==> src/rtl/cpu_pkg.sv <==
// Shared types and constants for the multi-cycle MIPS control path.
// Used by the sequencer, its wait timers, the decoder and the ALU.
package cpu_pkg;

    typedef enum logic [2:0] {
        StIdle   = 3'd0,
        StFetch  = 3'd1,
        StDecode = 3'd2,
        StExec   = 3'd3,
        StMem    = 3'd4,
        StWb     = 3'd5,
        StFault  = 3'd6
    } seq_state_t;

    localparam logic [1:0] PC_SRC_PC4    = 2'b00;
    localparam logic [1:0] PC_SRC_BRANCH = 2'b01;
    localparam logic [1:0] PC_SRC_JUMP   = 2'b10;

    localparam logic [3:0] ALU_CTRL_INVALID = 4'hF;

    // Where the sequencer goes after an instruction retires.
    function automatic seq_state_t retire_next(input logic run);
        return run ? StFetch : StIdle;
    endfunction

endpackage

==> src/rtl/cpu_sequencer_if.sv <==
// Control/handshake bundle between the sequencer and the datapath/memories.
// master = sequencer side, slave = datapath and memory side.
interface cpu_sequencer_if;

    logic       run;
    logic       write_reg;
    logic       write_mem;
    logic       read_ram;
    logic       jal;
    logic       branch;
    logic [3:0] alu_ctrl;
    logic       alu_zero;
    logic       imem_req;
    logic       imem_ack;
    logic       dmem_req;
    logic       dmem_we;
    logic       dmem_ack;
    logic       ir_we;
    logic       pc_we;
    logic [1:0] pc_src;
    logic       reg_we;
    logic       retired;
    logic       fault;
    logic [2:0] state;

    modport master (
        input  run, write_reg, write_mem, read_ram, jal, branch, alu_ctrl, alu_zero,
        input  imem_ack, dmem_ack,
        output imem_req, dmem_req, dmem_we, ir_we, pc_we, pc_src, reg_we, retired,
        output fault, state
    );

    modport slave (
        output run, write_reg, write_mem, read_ram, jal, branch, alu_ctrl, alu_zero,
        output imem_ack, dmem_ack,
        input  imem_req, dmem_req, dmem_we, ir_we, pc_we, pc_src, reg_we, retired,
        input  fault, state
    );

endinterface

==> src/rtl/mem_wait_timer.sv <==
// Counts unacknowledged request cycles on one memory port and flags expiry
// in the cycle where the MEM_TIMEOUT-th request cycle also goes unanswered.
module mem_wait_timer #(
    parameter int unsigned MEM_TIMEOUT = 16
) (
    input  logic clk,
    input  logic rst,
    input  logic clear_i,
    input  logic active_i,
    input  logic ack_i,
    output logic expired_o
);

    localparam int unsigned CntW = $clog2(MEM_TIMEOUT + 1);

    logic [CntW-1:0] cnt_q;
    logic [CntW-1:0] cnt_d;
    logic            waiting;

    assign waiting   = active_i && !ack_i;
    // An ack in the expiry cycle wins, so expiry needs the ack to be absent.
    assign expired_o = waiting && (cnt_q == CntW'(MEM_TIMEOUT - 1));

    always_comb begin
        cnt_d = cnt_q;
        if (clear_i) begin
            cnt_d = '0;
        end else if (waiting && !expired_o) begin
            cnt_d = cnt_q + CntW'(1);
        end
    end

    always_ff @(posedge clk) begin
        if (rst) begin
            cnt_q <= '0;
        end else begin
            cnt_q <= cnt_d;
        end
    end

endmodule

==> src/rtl/cpu_sequencer.sv <==
// Multi-cycle fetch/decode/execute/memory/writeback sequencer for the MIPS core.
// Strobes are Mealy outputs of the registered state; state and fault are registered.
module cpu_sequencer
    import cpu_pkg::*;
#(
    parameter int unsigned MEM_TIMEOUT = 16
) (
    input logic            clk,
    input logic            rst,
    cpu_sequencer_if.master bus
);

    seq_state_t state_q;
    seq_state_t state_d;
    logic       fault_q;

    logic       imem_req;
    logic       ir_we;
    logic       dmem_req;
    logic       dmem_we;
    logic       pc_we;
    logic [1:0] pc_src;
    logic       reg_we;
    logic       retired;

    logic       imem_expired;
    logic       dmem_expired;
    logic       imem_clear;
    logic       dmem_clear;

    // Counters restart on each entry so a stale count never carries over.
    assign imem_clear = (state_d == StFetch) && (state_q != StFetch);
    assign dmem_clear = (state_d == StMem) && (state_q != StMem);

    mem_wait_timer #(
        .MEM_TIMEOUT(MEM_TIMEOUT)
    ) u_imem_timer (
        .clk      (clk),
        .rst      (rst),
        .clear_i  (imem_clear),
        .active_i (state_q == StFetch),
        .ack_i    (bus.imem_ack),
        .expired_o(imem_expired)
    );

    mem_wait_timer #(
        .MEM_TIMEOUT(MEM_TIMEOUT)
    ) u_dmem_timer (
        .clk      (clk),
        .rst      (rst),
        .clear_i  (dmem_clear),
        .active_i (state_q == StMem),
        .ack_i    (bus.dmem_ack),
        .expired_o(dmem_expired)
    );

    always_comb begin
        state_d  = state_q;
        imem_req = 1'b0;
        ir_we    = 1'b0;
        dmem_req = 1'b0;
        dmem_we  = 1'b0;
        pc_we    = 1'b0;
        pc_src   = PC_SRC_PC4;
        reg_we   = 1'b0;
        retired  = 1'b0;
        case (state_q)
            StIdle: begin
                if (bus.run) state_d = StFetch;
            end
            StFetch: begin
                imem_req = 1'b1;
                if (bus.imem_ack) begin
                    ir_we   = 1'b1;
                    state_d = StDecode;
                end else if (imem_expired) begin
                    state_d = StFault;
                end
            end
            StDecode: begin
                state_d = (bus.alu_ctrl == ALU_CTRL_INVALID) ? StFault : StExec;
            end
            StExec: begin
                if (bus.branch) begin
                    // bne: taken when the operands differ
                    pc_we   = 1'b1;
                    pc_src  = bus.alu_zero ? PC_SRC_PC4 : PC_SRC_BRANCH;
                    retired = 1'b1;
                    state_d = retire_next(bus.run);
                end else if (bus.write_mem || bus.read_ram) begin
                    state_d = StMem;
                end else begin
                    state_d = StWb;
                end
            end
            StMem: begin
                dmem_req = 1'b1;
                dmem_we  = bus.write_mem;
                if (bus.dmem_ack) begin
                    if (bus.read_ram) begin
                        state_d = StWb;
                    end else begin
                        pc_we   = 1'b1;
                        retired = 1'b1;
                        state_d = retire_next(bus.run);
                    end
                end else if (dmem_expired) begin
                    state_d = StFault;
                end
            end
            StWb: begin
                reg_we  = bus.write_reg;
                pc_we   = 1'b1;
                pc_src  = bus.jal ? PC_SRC_JUMP : PC_SRC_PC4;
                retired = 1'b1;
                state_d = retire_next(bus.run);
            end
            StFault: begin
                state_d = StFault;
            end
            default: begin
                state_d = StIdle;
            end
        endcase
    end

    always_ff @(posedge clk) begin
        if (rst) begin
            state_q <= StIdle;
            fault_q <= 1'b0;
        end else begin
            state_q <= state_d;
            fault_q <= (state_d == StFault);
        end
    end

    assign bus.imem_req = imem_req;
    assign bus.ir_we    = ir_we;
    assign bus.dmem_req = dmem_req;
    assign bus.dmem_we  = dmem_we;
    assign bus.pc_we    = pc_we;
    assign bus.pc_src   = pc_src;
    assign bus.reg_we   = reg_we;
    assign bus.retired  = retired;
    assign bus.fault    = fault_q;
    assign bus.state    = state_q;

endmodule
==> src/flat_wrapper.sv <==
// flat-port wrapper written by rule: the top's interface ports become plain ports
module cpu_sequencer_flat import cpu_pkg::*;
#(
    parameter int unsigned MEM_TIMEOUT = 16
)
  (clk, rst, bus_run, bus_write_reg, bus_write_mem, bus_read_ram, bus_jal, bus_branch, bus_alu_ctrl, bus_alu_zero, bus_imem_ack, bus_dmem_ack, bus_imem_req, bus_dmem_req, bus_dmem_we, bus_ir_we, bus_pc_we, bus_pc_src, bus_reg_we, bus_retired, bus_fault, bus_state);
  cpu_sequencer_if bus_i ();
  input logic clk;
  input logic rst;
  input wire logic [$bits(bus_i.run)-1:0] bus_run;
  input wire logic [$bits(bus_i.write_reg)-1:0] bus_write_reg;
  input wire logic [$bits(bus_i.write_mem)-1:0] bus_write_mem;
  input wire logic [$bits(bus_i.read_ram)-1:0] bus_read_ram;
  input wire logic [$bits(bus_i.jal)-1:0] bus_jal;
  input wire logic [$bits(bus_i.branch)-1:0] bus_branch;
  input wire logic [$bits(bus_i.alu_ctrl)-1:0] bus_alu_ctrl;
  input wire logic [$bits(bus_i.alu_zero)-1:0] bus_alu_zero;
  input wire logic [$bits(bus_i.imem_ack)-1:0] bus_imem_ack;
  input wire logic [$bits(bus_i.dmem_ack)-1:0] bus_dmem_ack;
  output wire logic [$bits(bus_i.imem_req)-1:0] bus_imem_req;
  output wire logic [$bits(bus_i.dmem_req)-1:0] bus_dmem_req;
  output wire logic [$bits(bus_i.dmem_we)-1:0] bus_dmem_we;
  output wire logic [$bits(bus_i.ir_we)-1:0] bus_ir_we;
  output wire logic [$bits(bus_i.pc_we)-1:0] bus_pc_we;
  output wire logic [$bits(bus_i.pc_src)-1:0] bus_pc_src;
  output wire logic [$bits(bus_i.reg_we)-1:0] bus_reg_we;
  output wire logic [$bits(bus_i.retired)-1:0] bus_retired;
  output wire logic [$bits(bus_i.fault)-1:0] bus_fault;
  output wire logic [$bits(bus_i.state)-1:0] bus_state;
  assign bus_i.run = bus_run;
  assign bus_i.write_reg = bus_write_reg;
  assign bus_i.write_mem = bus_write_mem;
  assign bus_i.read_ram = bus_read_ram;
  assign bus_i.jal = bus_jal;
  assign bus_i.branch = bus_branch;
  assign bus_i.alu_ctrl = bus_alu_ctrl;
  assign bus_i.alu_zero = bus_alu_zero;
  assign bus_i.imem_ack = bus_imem_ack;
  assign bus_i.dmem_ack = bus_dmem_ack;
  assign bus_imem_req = bus_i.imem_req;
  assign bus_dmem_req = bus_i.dmem_req;
  assign bus_dmem_we = bus_i.dmem_we;
  assign bus_ir_we = bus_i.ir_we;
  assign bus_pc_we = bus_i.pc_we;
  assign bus_pc_src = bus_i.pc_src;
  assign bus_reg_we = bus_i.reg_we;
  assign bus_retired = bus_i.retired;
  assign bus_fault = bus_i.fault;
  assign bus_state = bus_i.state;
  cpu_sequencer #(.MEM_TIMEOUT(MEM_TIMEOUT)) u_core (.clk(clk), .rst(rst), .bus(bus_i));
endmodule
==> config.mk <==
export PLATFORM = sky130hd
export DESIGN_NAME = cpu_sequencer_flat
export DESIGN_NICKNAME = d
export VERILOG_FILES = /design/src/rtl/cpu_pkg.sv /design/src/rtl/cpu_sequencer_if.sv /design/src/rtl/mem_wait_timer.sv /design/src/rtl/cpu_sequencer.sv /design/src/flat_wrapper.sv
export SDC_FILE = /design/constraint.sdc
export NUM_CORES = 1
export LEC_CHECK = 0
export ABC_AREA = 1
export CORE_MARGIN = 3
export CORE_UTILIZATION = 49
export DETAILED_ROUTE_END_ITERATION = 10
export PLACE_DENSITY_LB_ADDON = 0.05
export SLEW_MARGIN = 10
export SYNTH_ARGS = -nofsm -noshare
export SYNTH_HDL_FRONTEND = slang
export SYNTH_SLANG_ARGS = --single-unit
==> constraint.sdc <==
create_clock -name clk -period 2.31 [get_ports clk]
set_input_delay 0.462 -clock clk [delete_from_list [all_inputs] [get_ports clk]]
set_output_delay 0.462 -clock clk [all_outputs]
set_load 0.005 [all_outputs]
# Yosys cells after proc, flatten, opt, wreduce, memory -nomap -nowiden
# Cells that the tools add are included.
# classes
n_eq_ne	14
n_reduce_logical	16
n_addsub	2
n_mux	25
# op_table
operator	n
two-way mux 3 bit	8
case mux 3 bit (7 select lines)	1
equality test 3 bit (second input constant)	5
two-way mux 1 bit	12
adder 5 x 1 -> 5 bit (second input constant)	2
equality test 5 x 4 -> 1 bit (second input constant)	2
logical AND 1 bit	8
equality test 3 x 1 -> 1 bit (second input constant)	2
equality test 3 x 2 -> 1 bit (second input constant)	2
equality test 4 bit (second input constant)	1
logical NOT 1 bit	4
two-way mux 2 bit	2
case mux 2 bit (2 select lines)	1
OR reduction 2 bit	2
logical NOT 3 bit	1
inequality test 3 x 1 -> 1 bit (second input constant)	1
inequality test 3 bit (second input constant)	1
case mux 1 bit (3 select lines)	1
logical OR 1 bit	1
# totals
regBits	14
output_inout_bits	13

# Depth between registers and ports, before layout
# Gate-level depths: netlist (run 1).
# logic_depth
ltp_word	9
mapped_depth	12
mapped_depth_nobuf	12

# Hierarchy
# A second synthesis (run 1) with hierarchy kept.
# hier_totals
cells_unflattened	161
area_unflattened_um2	1006.0
# by_module_without_submodules
mod	cells_each	area_per_inst_um2	instances	seq_area_each_um2
mem_wait_timer	37	260.2	2	100.1
cpu_sequencer	87	485.5	1	80.1

# Worst setup path before layout (run 1)
# OpenSTA, ideal clock, no wires.
# synth_path
kind	register to output
startpoint	register u_core.state_q[2], in the netlist u_core.bus.state[2]
endpoint	output port bus_retired
path_stages_with_launch	6
slack_ns	0.614
n_path_buf	1
t_arrival_ns	1.234
path_cell_list	dfxtp_1 inv_2 nor3_4 inv_1 o211ai_1 buf_4
# synth_via
elab_chain_cells	2
elab_cells_between_ends	4
classes_between	eq/ne: 3; mux: 1
# synth_lines
element	line	text
from (decl)	cpu_sequencer.sv:13	seq_state_t state_q;
from (signal assigned)	cpu_sequencer.sv:129	state_q <= StIdle;
from (signal assigned)	cpu_sequencer.sv:132	state_q <= state_d;
equality test 3 bit or equality test 3 x 2 -> 1 bit (tied branches)	--	
case mux 1 bit (3 select lines) *	--	
to (decl)	flat_wrapper.sv:27	output wire logic [$bits(bus_i.retired)-1:0] bus_retired;
# Every way passes the cells marked *; elsewhere a longest branch is shown, timed or not.

# Worst setup path after layout (run 1)
# layout_path
startpoint	input port bus_branch
endpoint	output port bus_pc_src[0]
# layout_via
elab_chain_cells	2
# layout_lines
element	line	text
from (decl)	flat_wrapper.sv:15	input wire logic [$bits(bus_i.branch)-1:0] bus_branch;
two-way mux 2 bit	cpu_sequencer.sv:84	if (bus.branch) begin
case mux 2 bit (2 select lines)	cpu_sequencer.sv:67	case (state_q)
to (decl)	flat_wrapper.sv:25	output wire logic [$bits(bus_i.pc_src)-1:0] bus_pc_src;
# No other way between the ends.

==> results of run 1 <==
==> per-stage QoR <==
step	area, um2	total power [mW]	hold slack (ns)
6_report	1280	0.553	0.525
5_1_grt	1280	0.583	0.548
4_1_cts	1270	0.556	0.528
3_5_place_dp	1230	0.381	0.511
3_3_place_gp	1230	0.379	0.494
2_1_floorplan	930	0.325	0.482
==> cell families (layout without fill, tap and decap cells) <==
family | after synthesis | in the layout
AO/OA/AOI/OAI | 12 | 12
XOR/XNOR | 5 | 5
adder cells (fa/ha/maj) | 4 | 4
buffers and inverters | 33 | 65
flip-flops | 14 | 14
AND/OR/NAND/NOR | 79 | 79
==> worst max-delay path, stage by stage <==
cell and delay [ns]:
clkdlybuf4s50_1 0.50, nand2_1 0.09, nor2_1 0.13, clkdlybuf4s50_1 0.52
==> power by group through the flow <==
stage | combinational [mW] | clock (mW) | sequential (mW)
after floorplan | 0.0664 | 0 | 0.259
after global placement | 0.119 | 0 | 0.260
after detailed placement | 0.120 | 0 | 0.261
after CTS | 0.121 | 0.179 | 0.256
after global routing | 0.135 | 0.191 | 0.257
final | 0.121 | 0.177 | 0.256
==> final timing paths <==
path                                     start                           end  cells past startpoint
setup / recovery                    bus_branch                 bus_pc_src[0]                      4
hold / removal    u_core.u_dmem_timer.cnt_q[4]  u_core.u_dmem_timer.cnt_q[4]                      2
setup reg to reg  u_core.u_imem_timer.cnt_q[0]  u_core.u_imem_timer.cnt_q[1]                     12
hold reg to reg   u_core.u_dmem_timer.cnt_q[4]  u_core.u_dmem_timer.cnt_q[4]                      2
==> cell type report <==
cell class                      count  area, um2  area share, %
Multi-Input combinational cell    100        520           40.5
Timing Repair Buffer               30        298           23.2
Sequential cell                    14        283           22.0
Inverter                           31        116           9.06
Clock buffer                        4       36.3           2.82
Tap cell                           25       31.3           2.43
==> cells in the final DEF (no fill, tap or decap), types with 3 or more instances in the layout <==
master           synthesis  routed
a21oi_1                  7       7
buf_4                    1       3
clkbuf_4                 0       3
clkdlybuf4s50_1          0      25
dfxtp_1                 14      12
ha_1                     4       4
inv_1                   29      29
nand2_1                 30      30
nand2_2                  4       4
nand3_1                  8       8
nor2_1                  32      32
xor2_1                   5       5
==> state kept, by name, indices dropped and copies added (netlist names) <==
name / flops
u_core.u_imem_timer.cnt_q: 5
u_core.u_dmem_timer.cnt_q: 5
u_core.bus.state: 3
u_core.bus.fault: 1
==> per-layer routing <==
| layer | track usage [%] | routed length, um |
|---|---|---|
| met5 | 0 | 0 |
| met1 | 20.2 | 894 |
| met4 | 6.91 | 30 |
| met3 | 4.23 | 89 |
| met2 | 28.9 | 1000 |
==> repair_timing <==
| item | in CTS | in global routing |
|---|---|---|
| hold buffers | 0 | 0 |
| setup buffers | 0 | 1 |
| gates resized for setup | 1 | 3 |
| endpoints found under the setup margin | 2 | 4 |
| hold endpoints to repair | 0 | 0 |
| pin swaps | 0 | 1 |
| cloned | 0 | 0 |
==> flow_summary.yaml, run 1 <==
status:
  status: "finished clean"
critical_path:
  crit_path_max_fanout: 3
  critPathArrivalTime_ns: 1.70
  start_kind: "primary input"
  rrSetupSlack_ns: 0.58
  required_ns: 1.85
  crit_path_end_kind: "primary output"
  crit_type: "primary input to primary output"
clocking:
  clk_pin_slew_ns: 0.08
  cts_tree: "yes"
  clock_latency_ns: 0.28
  ctsLongestPathBuffers: 2
  htree_levels: 1
  numCtsBuffers: 3
  clock-sinks: 14
  cts_root_buf: "clkbuf_4"
synthesis:
  syn_nets: 166
  synth_area_um2: 930
  synth_top_cell_area_share_pct: 30.1
  syn_area_per_cell_um2: 6.32
  seq_area_frac_synth_pct: 30.1
  synth_compound_area_share_pct: 7.40
  synthXorXnorAreaFrac_pct: 4.71
  synthArstFlopShare_pct: 0
  postSynthCellCount: 147
  synthFlopType: "dfxtp_1"
  muxShareOfSynthArea_pct: 0
  synthAdderAreaFrac_pct: 5.38
  synth_warnings: 0
  synth-edff-count: 0
  yosysTopAreaCell: "dfxtp_1"
  synthSimpleGateAreaFrac_pct: 38.5
  yosysMostFrequentCell: "nor2_1"
  synth-seq-cells: 14
  synth_top_family_by_area: "simple AND/OR/NAND/NOR gates"
  synth_common_cells: "nor2_1 (32), nand2_1 (30), inv_1 (29), dfxtp_1 (14), nand3_1 (8)"
  synth_cell_types: 18
  synth_area_leaders: "dfxtp_1 (30%), nor2_1 (13%), nand2_1 (12%)"
finish:
  fillers: 174
  postLayoutCoreUtil_pct: 72.8
  syn_to_final_growth_pct: 38.2
  n_antenna_cell: 0
  nets: 199
  fin_cells: 204
  layout-drive-gt1-share_pct: 10.6
place:
  pre_cts_slack_ns: 0.0561
  numPortBuffers: 27
  hpwl_um: 1580
  dp.cells: 199
  gp_congestion: 0.809
detailed_routing:
  drt_wl_total_um: 2020
  drtPass1Iterations: 4
  vias_per_cell: 4.56
  via_count: 931
  drc: 0
  wl_per_cell_um: 9.89
  drtAntennaViolNets: 0
  drt_iter0_markers: 17
job:
  drv_cap: 0
pwr:
  clock_power_share_pct: 31.9
  combPwrFrac_pct: 21.9
  switchingPower_mw: 0.150
  total_leakage_power_nw: 0.614
  powerDensity_nw_per_um2: 431
  vdd_ir_drop_max_mv: 0.498
  seq_power_share_pct: 46.2
  p_sw_share_pct: 27.2
  p_int_mw: 0.403
timing:
  clock_skew_ns: 0.00257
  fmax_ghz: 0.462
  setup_slack_ns: 0.143
  tightest_slew_ns: 0.222
  setup_viol: 0
  rsz0062_at_grt: "false"
  hold_viol_final: 0
  setup_tns_ns: 0
  maxSlewViolCount: 0
  slew_headroom_pct: 85.1
  layout_min_cycle_time_ns: 2.17
  min_period_over_period_pct: 93.8
worst_hold_path:
  min_path_type: "flip-flop to flip-flop"
global_route:
  grt_pass1_vias: 787
  grt_max_degree: 9
  antenna_found_initial: 0
  grt_pass1_wl_um: 3270
  track_usage_pct: 17.0
  overflow: 0
floorplanning:
  ios: 28
  die_area_um2: 2460
  coreArea_um2: 1760
  start_util_pct: 52.7
  die-width_um: 49.6
  die_h_um: 49.6
  row_count: 15
(Power assumes the default switching activity.)
==> inputs of run 2 (changes only) <==
CORE_ASPECT_RATIO = 1.1   (was unset)
CORE_MARGIN = 4   (was 3)
==> run 2 against run 1 <==
First-iteration DRC count decreased by 18%. Clock power decreased by 4%. Setup slack improved by 0.033 ns. Via count decreased by 2.0%. Critical path type is now flip-flop to primary output. Largest power group unchanged. Highest routed layer unchanged.
==> flow_summary.yaml, run 2 (synthesized netlist as in run 1, its figures left out) <==
status:
  status: "finished clean"
detailed_routing:
  drc: 0
  drtAntennaViolNets: 0
  vias_per_cell: 4.65
  via_count: 912
  drt_iter0_markers: 14
  drt_wl_total_um: 1920
  wl_per_cell_um: 9.82
  drtPass1Iterations: 4
finish:
  fillers: 146
  layout-drive-gt1-share_pct: 10.1
  layout_commonest_cell: "nor2_1"
  final_cell_mix: "nor2_1 (32), nand2_1 (30), inv_1 (29)"
  syn_to_final_growth_pct: 36.5
  nets: 198
  n_antenna_cell: 0
floorplanning:
  coreArea_um2: 1780
  row_count: 16
  start_util_pct: 52.2
  die-width_um: 49.5
  die_area_um2: 2660
  die_h_um: 53.7
  ios: 28
place:
  numPortBuffers: 27
  pre_cts_slack_ns: 0.0406
  hpwl_um: 1560
  gp_congestion: 0.818
critical_path:
  start_kind: "flip-flop"
  rrSetupSlack_ns: 0.55
  crit_start: "u_core.bus.state[1]"
  crit_path_end_kind: "primary output"
  crit_path_max_fanout: 6
  required_ns: 1.85
  r2r_start: "u_core.u_imem_timer.cnt_q[0]"
  crit_type: "flip-flop to primary output"
  critPathArrivalTime_ns: 1.67
timing:
  rsz0062_at_grt: "false"
  slew_headroom_pct: 83.1
  min_period_over_period_pct: 92.4
  maxSlewViolCount: 0
  fmax_ghz: 0.469
  hold_viol_final: 0
  setup_viol: 0
  clock_skew_ns: 0.00204
  layout_min_cycle_time_ns: 2.13
  setup_slack_ns: 0.176
  tightest_slew_ns: 0.252
  setup_tns_ns: 0
global_route:
  overflow: 0
  track_usage_pct: 15.8
  antenna_found_initial: 0
  grt_pass1_vias: 816
  grt_max_degree: 9
  grt_pass1_wl_um: 3240
clocking:
  htree_levels: 1
  clk_pin_slew_ns: 0.08
  cts_hold_buf: 0
  cts_tree: "yes"
  ctsLongestPathBuffers: 2
  cts_root_buf: "clkbuf_4"
  clock_latency_ns: 0.27
  clock-sinks: 14
  numCtsBuffers: 3
pwr:
  power_mw: 0.545
  total_leakage_power_nw: 0.609
  powerDensity_nw_per_um2: 429
  vdd_ir_drop_max_mv: 0.354
job:
  drv_cap: 0
worst_hold_path:
  hp-start: "u_core.u_dmem_timer.cnt_q[4]"
  min_path_type: "flip-flop to flip-flop"
-- run 2: changes by cell type in the layout (fill, tap and decap cells not counted) --
| cell | previous run | this run |
|---|---|---|
| buf_4 | 3 | 2 |
-- run 2: repair_timing --
item,in CTS,in global routing
pin swaps,0,1
setup buffers,0,0
gates cloned,0,0
setup endpoints to repair,2,2
hold endpoints to repair,0,0
resized for setup,1,3
-- run 2: power breakdown --
group	switching, mW	total, mW	internal, mW	leakage [nW]
combinational	0.0592	0.119	0.0594	0.474
clock	0.0747	0.170	0.0958	0.0210
sequential	0.00829	0.255	0.247	0.114
-- run 2: metal layers --
metal | track usage, % | up-vias | part of all wire, %
met1 | 18.8 | 387 | 46
met2 | 27.3 | 16 | 49
met5 | 0 | - | 0
met3 | 3.05 | 2 | 4.4
met4 | 8.29 | 0 | 0.47
li1 | - | 507 | -
-- run 2: worst max-delay path, stage by stage, from the launching register on --
cell             delay [ns]
dfxtp_1                0.36
buf_4                  0.18
nor2_1                 0.14
nand2_1                0.12
nor2_1                 0.10
clkdlybuf4s50_1        0.50
-- run 2: cell type report --
class,count,area (um2),share of cell area [%]
clock buffer,4,36.3,2.86
multi-input combinational,100,520,41.0
tap,18,22.5,1.78
sequential,14,283,22.3
timing repair buffer,29,290,22.9
inverter,31,116,9.17
-- run 2: worst paths after layout --
check	to	cells past startpoint
min reg2reg	u_core.u_dmem_timer.cnt_q[4]	2
max	bus_ir_we	5
min	u_core.u_dmem_timer.cnt_q[4]	2
max reg2reg	u_core.u_dmem_timer.cnt_q[0]	11
-- run 2: metrics by stage --
step                util, %  cell area [um2]  std cells  hold WS [ns]
finish                 71.2             1270        196         0.530
global route           71.2             1270        196         0.553
CTS                    70.9             1260        196         0.531
detailed placement     68.8             1220        192         0.519
global placement       68.8             1220        192         0.493
floorplan                 -              930        147         0.482
==> inputs of run 3 (changes only) <==
CTS_CLUSTER_SIZE = 28   (was unset)
PLACE_DENSITY = 0.83   (was unset)
PLACE_DENSITY_LB_ADDON = unset   (was 0.05)
==> run 3 against run 2 <==
First-iteration DRC count decreased by 36%. Core utilization unchanged. Sequential share of layout area unchanged. Die area unchanged. Hold slack got worse by 0.010 ns. Cell count unchanged. Count of clock-buffer cells in the layout unchanged. Via count increased by 2.3%. Combinational power about the same. Wire length decreased by 0.47%. Power decreased by 0.29%. Setup slack improved by 0.0086 ns. Largest power group unchanged. Highest routed layer unchanged.
==> flow_summary.yaml, run 3 (synthesized netlist as in run 1, its figures left out) <==
status:
  status: "finished clean"
finish:
  multi_input_area_um2: 520
  fin_cells: 196
  seq_area_um2: 283
  n_antenna_cell: 0
  postLayoutCoreUtil_pct: 71.2
  nets: 198
  fillers: 149
  layout_commonest_cell: "nor2_1"
  layout-drive-gt1-share_pct: 10.1
  final_cell_mix: "nor2_1 (32), nand2_1 (30), inv_1 (29)"
  syn_to_final_growth_pct: 36.5
critical_path:
  critPathArrivalTime_ns: 1.66
  crit_slowest_cell: "clkdlybuf4s50_1"
  cp_num_buf_inv: 2
  required_ns: 1.85
  crit_path_max_fanout: 8
  r2r_start: "u_core.u_imem_timer.cnt_q[0]"
  crit_cells: 5
  rr_endpoint: "u_core.u_imem_timer.cnt_q[3]"
  cp_common_cell: "nor2_1"
  cp-endpoint: "bus_pc_src[1]"
  start_kind: "flip-flop"
  crit_path_end_kind: "primary output"
  rrSetupSlack_ns: 0.59
  cp_top_family: "buffers and inverters"
  cpPeakStageDelay_ns: 0.52
  crit_start: "u_core.bus.state[1]"
  r2r_cells: 12
  cp_cell_sequence: "buf_4 -> nor2_1 -> nand2_1 -> nor2_1 -> clkdlybuf4s50_1"
  crit_type: "flip-flop to primary output"
pwr:
  total_leakage_power_nw: 0.609
  vdd_ir_drop_max_mv: 0.363
  powerDensity_nw_per_um2: 428
global_route:
  grt_pass1_wl_um: 3480
  grt_pass1_vias: 865
  grt_max_degree: 9
  antenna_found_initial: 0
  track_usage_pct: 16.9
  overflow: 0
timing:
  tightest_slew_ns: 0.244
  fmax_ghz: 0.471
  whs_ns: 0.520
  min_period_over_period_pct: 92.0
  layout_min_cycle_time_ns: 2.13
  clock_skew_ns: 0.00297
  setup_tns_ns: 0
  maxSlewViolCount: 0
  slew_headroom_pct: 83.7
  hold_viol_final: 0
  rsz0062_at_grt: "false"
  setup_viol: 0
clocking:
  cts_root_buf: "clkbuf_4"
  cts_tree: "yes"
  numCtsBuffers: 3
  clk_pin_slew_ns: 0.08
  clock_latency_ns: 0.27
  ctsLongestPathBuffers: 2
  htree_levels: 1
  clock-sinks: 14
detailed_routing:
  drtAntennaViolNets: 0
  drt_wl_total_um: 1920
  via_count: 933
  vias_per_cell: 4.76
  drtPass1Iterations: 4
  wl_per_cell_um: 9.77
  drc: 0
  drt_iter0_markers: 9
floorplanning:
  start_util_pct: 52.2
  die_area_um2: 2660
  ios: 28
  die_h_um: 53.7
  coreArea_um2: 1780
  die-width_um: 49.5
  row_count: 16
place:
  numPortBuffers: 27
  dp.cells: 192
  gp_congestion: 0.816
  hpwl_um: 1610
worst_hold_path:
  min_path_type: "flip-flop to flip-flop"
job:
  drv_cap: 0
run 3: final cells by class:
cell class | instances | share of cell area [%]
Multi-Input combinational cell | 100 | 41.0
Timing Repair Buffer | 29 | 22.9
Sequential cell | 14 | 22.3
Inverter | 31 | 9.17
Clock buffer | 4 | 2.86
Tap cell | 18 | 1.78
run 3: tightest hold or removal path, stage by stage, from the launching register on:
cell     delay [ns]
dfxtp_1        0.32
a21oi_1        0.12
a21oi_1        0.04
run 3: routing by layer:
| metal | share of wire (%) | global-route usage, % | routed length, um |
|---|---|---|---|
| met5 | 0 | 0 | 0 |
| met3 | 7.3 | 4.16 | 140 |
| met4 | 1.6 | 8.29 | 31 |
| met1 | 45 | 18.6 | 865 |
| met2 | 46 | 30.6 | 877 |
run 3: repair_timing:
action | CTS | global route
hold buffers | 0 | 0
resized for setup | 0 | 4
setup buffers | 0 | 0
hold endpoints to repair | 0 | 0
setup endpoints to repair | 0 | 5
run 3: worst min-delay path by stage:
stage                                 startpoint                           end  slack (ns)  depth (start not counted)
detailed placement  u_core.u_dmem_timer.cnt_q[4]  u_core.u_dmem_timer.cnt_q[4]        0.52                          2
floorplan           u_core.u_dmem_timer.cnt_q[4]  u_core.u_dmem_timer.cnt_q[4]        0.48                          2
finish              u_core.u_dmem_timer.cnt_q[4]  u_core.u_dmem_timer.cnt_q[4]        0.52                          2
global route        u_core.u_dmem_timer.cnt_q[4]  u_core.u_dmem_timer.cnt_q[4]        0.54                          2
CTS                 u_core.u_dmem_timer.cnt_q[4]  u_core.u_dmem_timer.cnt_q[4]        0.53                          2
global placement    u_core.u_dmem_timer.cnt_q[4]  u_core.u_dmem_timer.cnt_q[4]        0.49                          2
run 3: power breakdown:
| group | switching [mW] | internal (mW) | leakage [nW] |
|---|---|---|---|
| Clock | 0.0732 | 0.0957 | 0.0210 |
| Sequential | 0.00700 | 0.247 | 0.114 |
| Combinational | 0.0605 | 0.0594 | 0.474 |
run 3: stage by stage:
| step | total power, mW | instance area [um2] | setup slack (ns) |
|---|---|---|---|
| after floorplan | 0.325 | 930 | 0.614 |
| after global placement | 0.379 | 1220 | 0.106 |
| after detailed placement | 0.380 | 1220 | 0.0870 |
| after CTS | 0.550 | 1260 | 0.0156 |
| after global routing | 0.576 | 1270 | 0.0729 |
| final | 0.543 | 1270 | 0.185 |
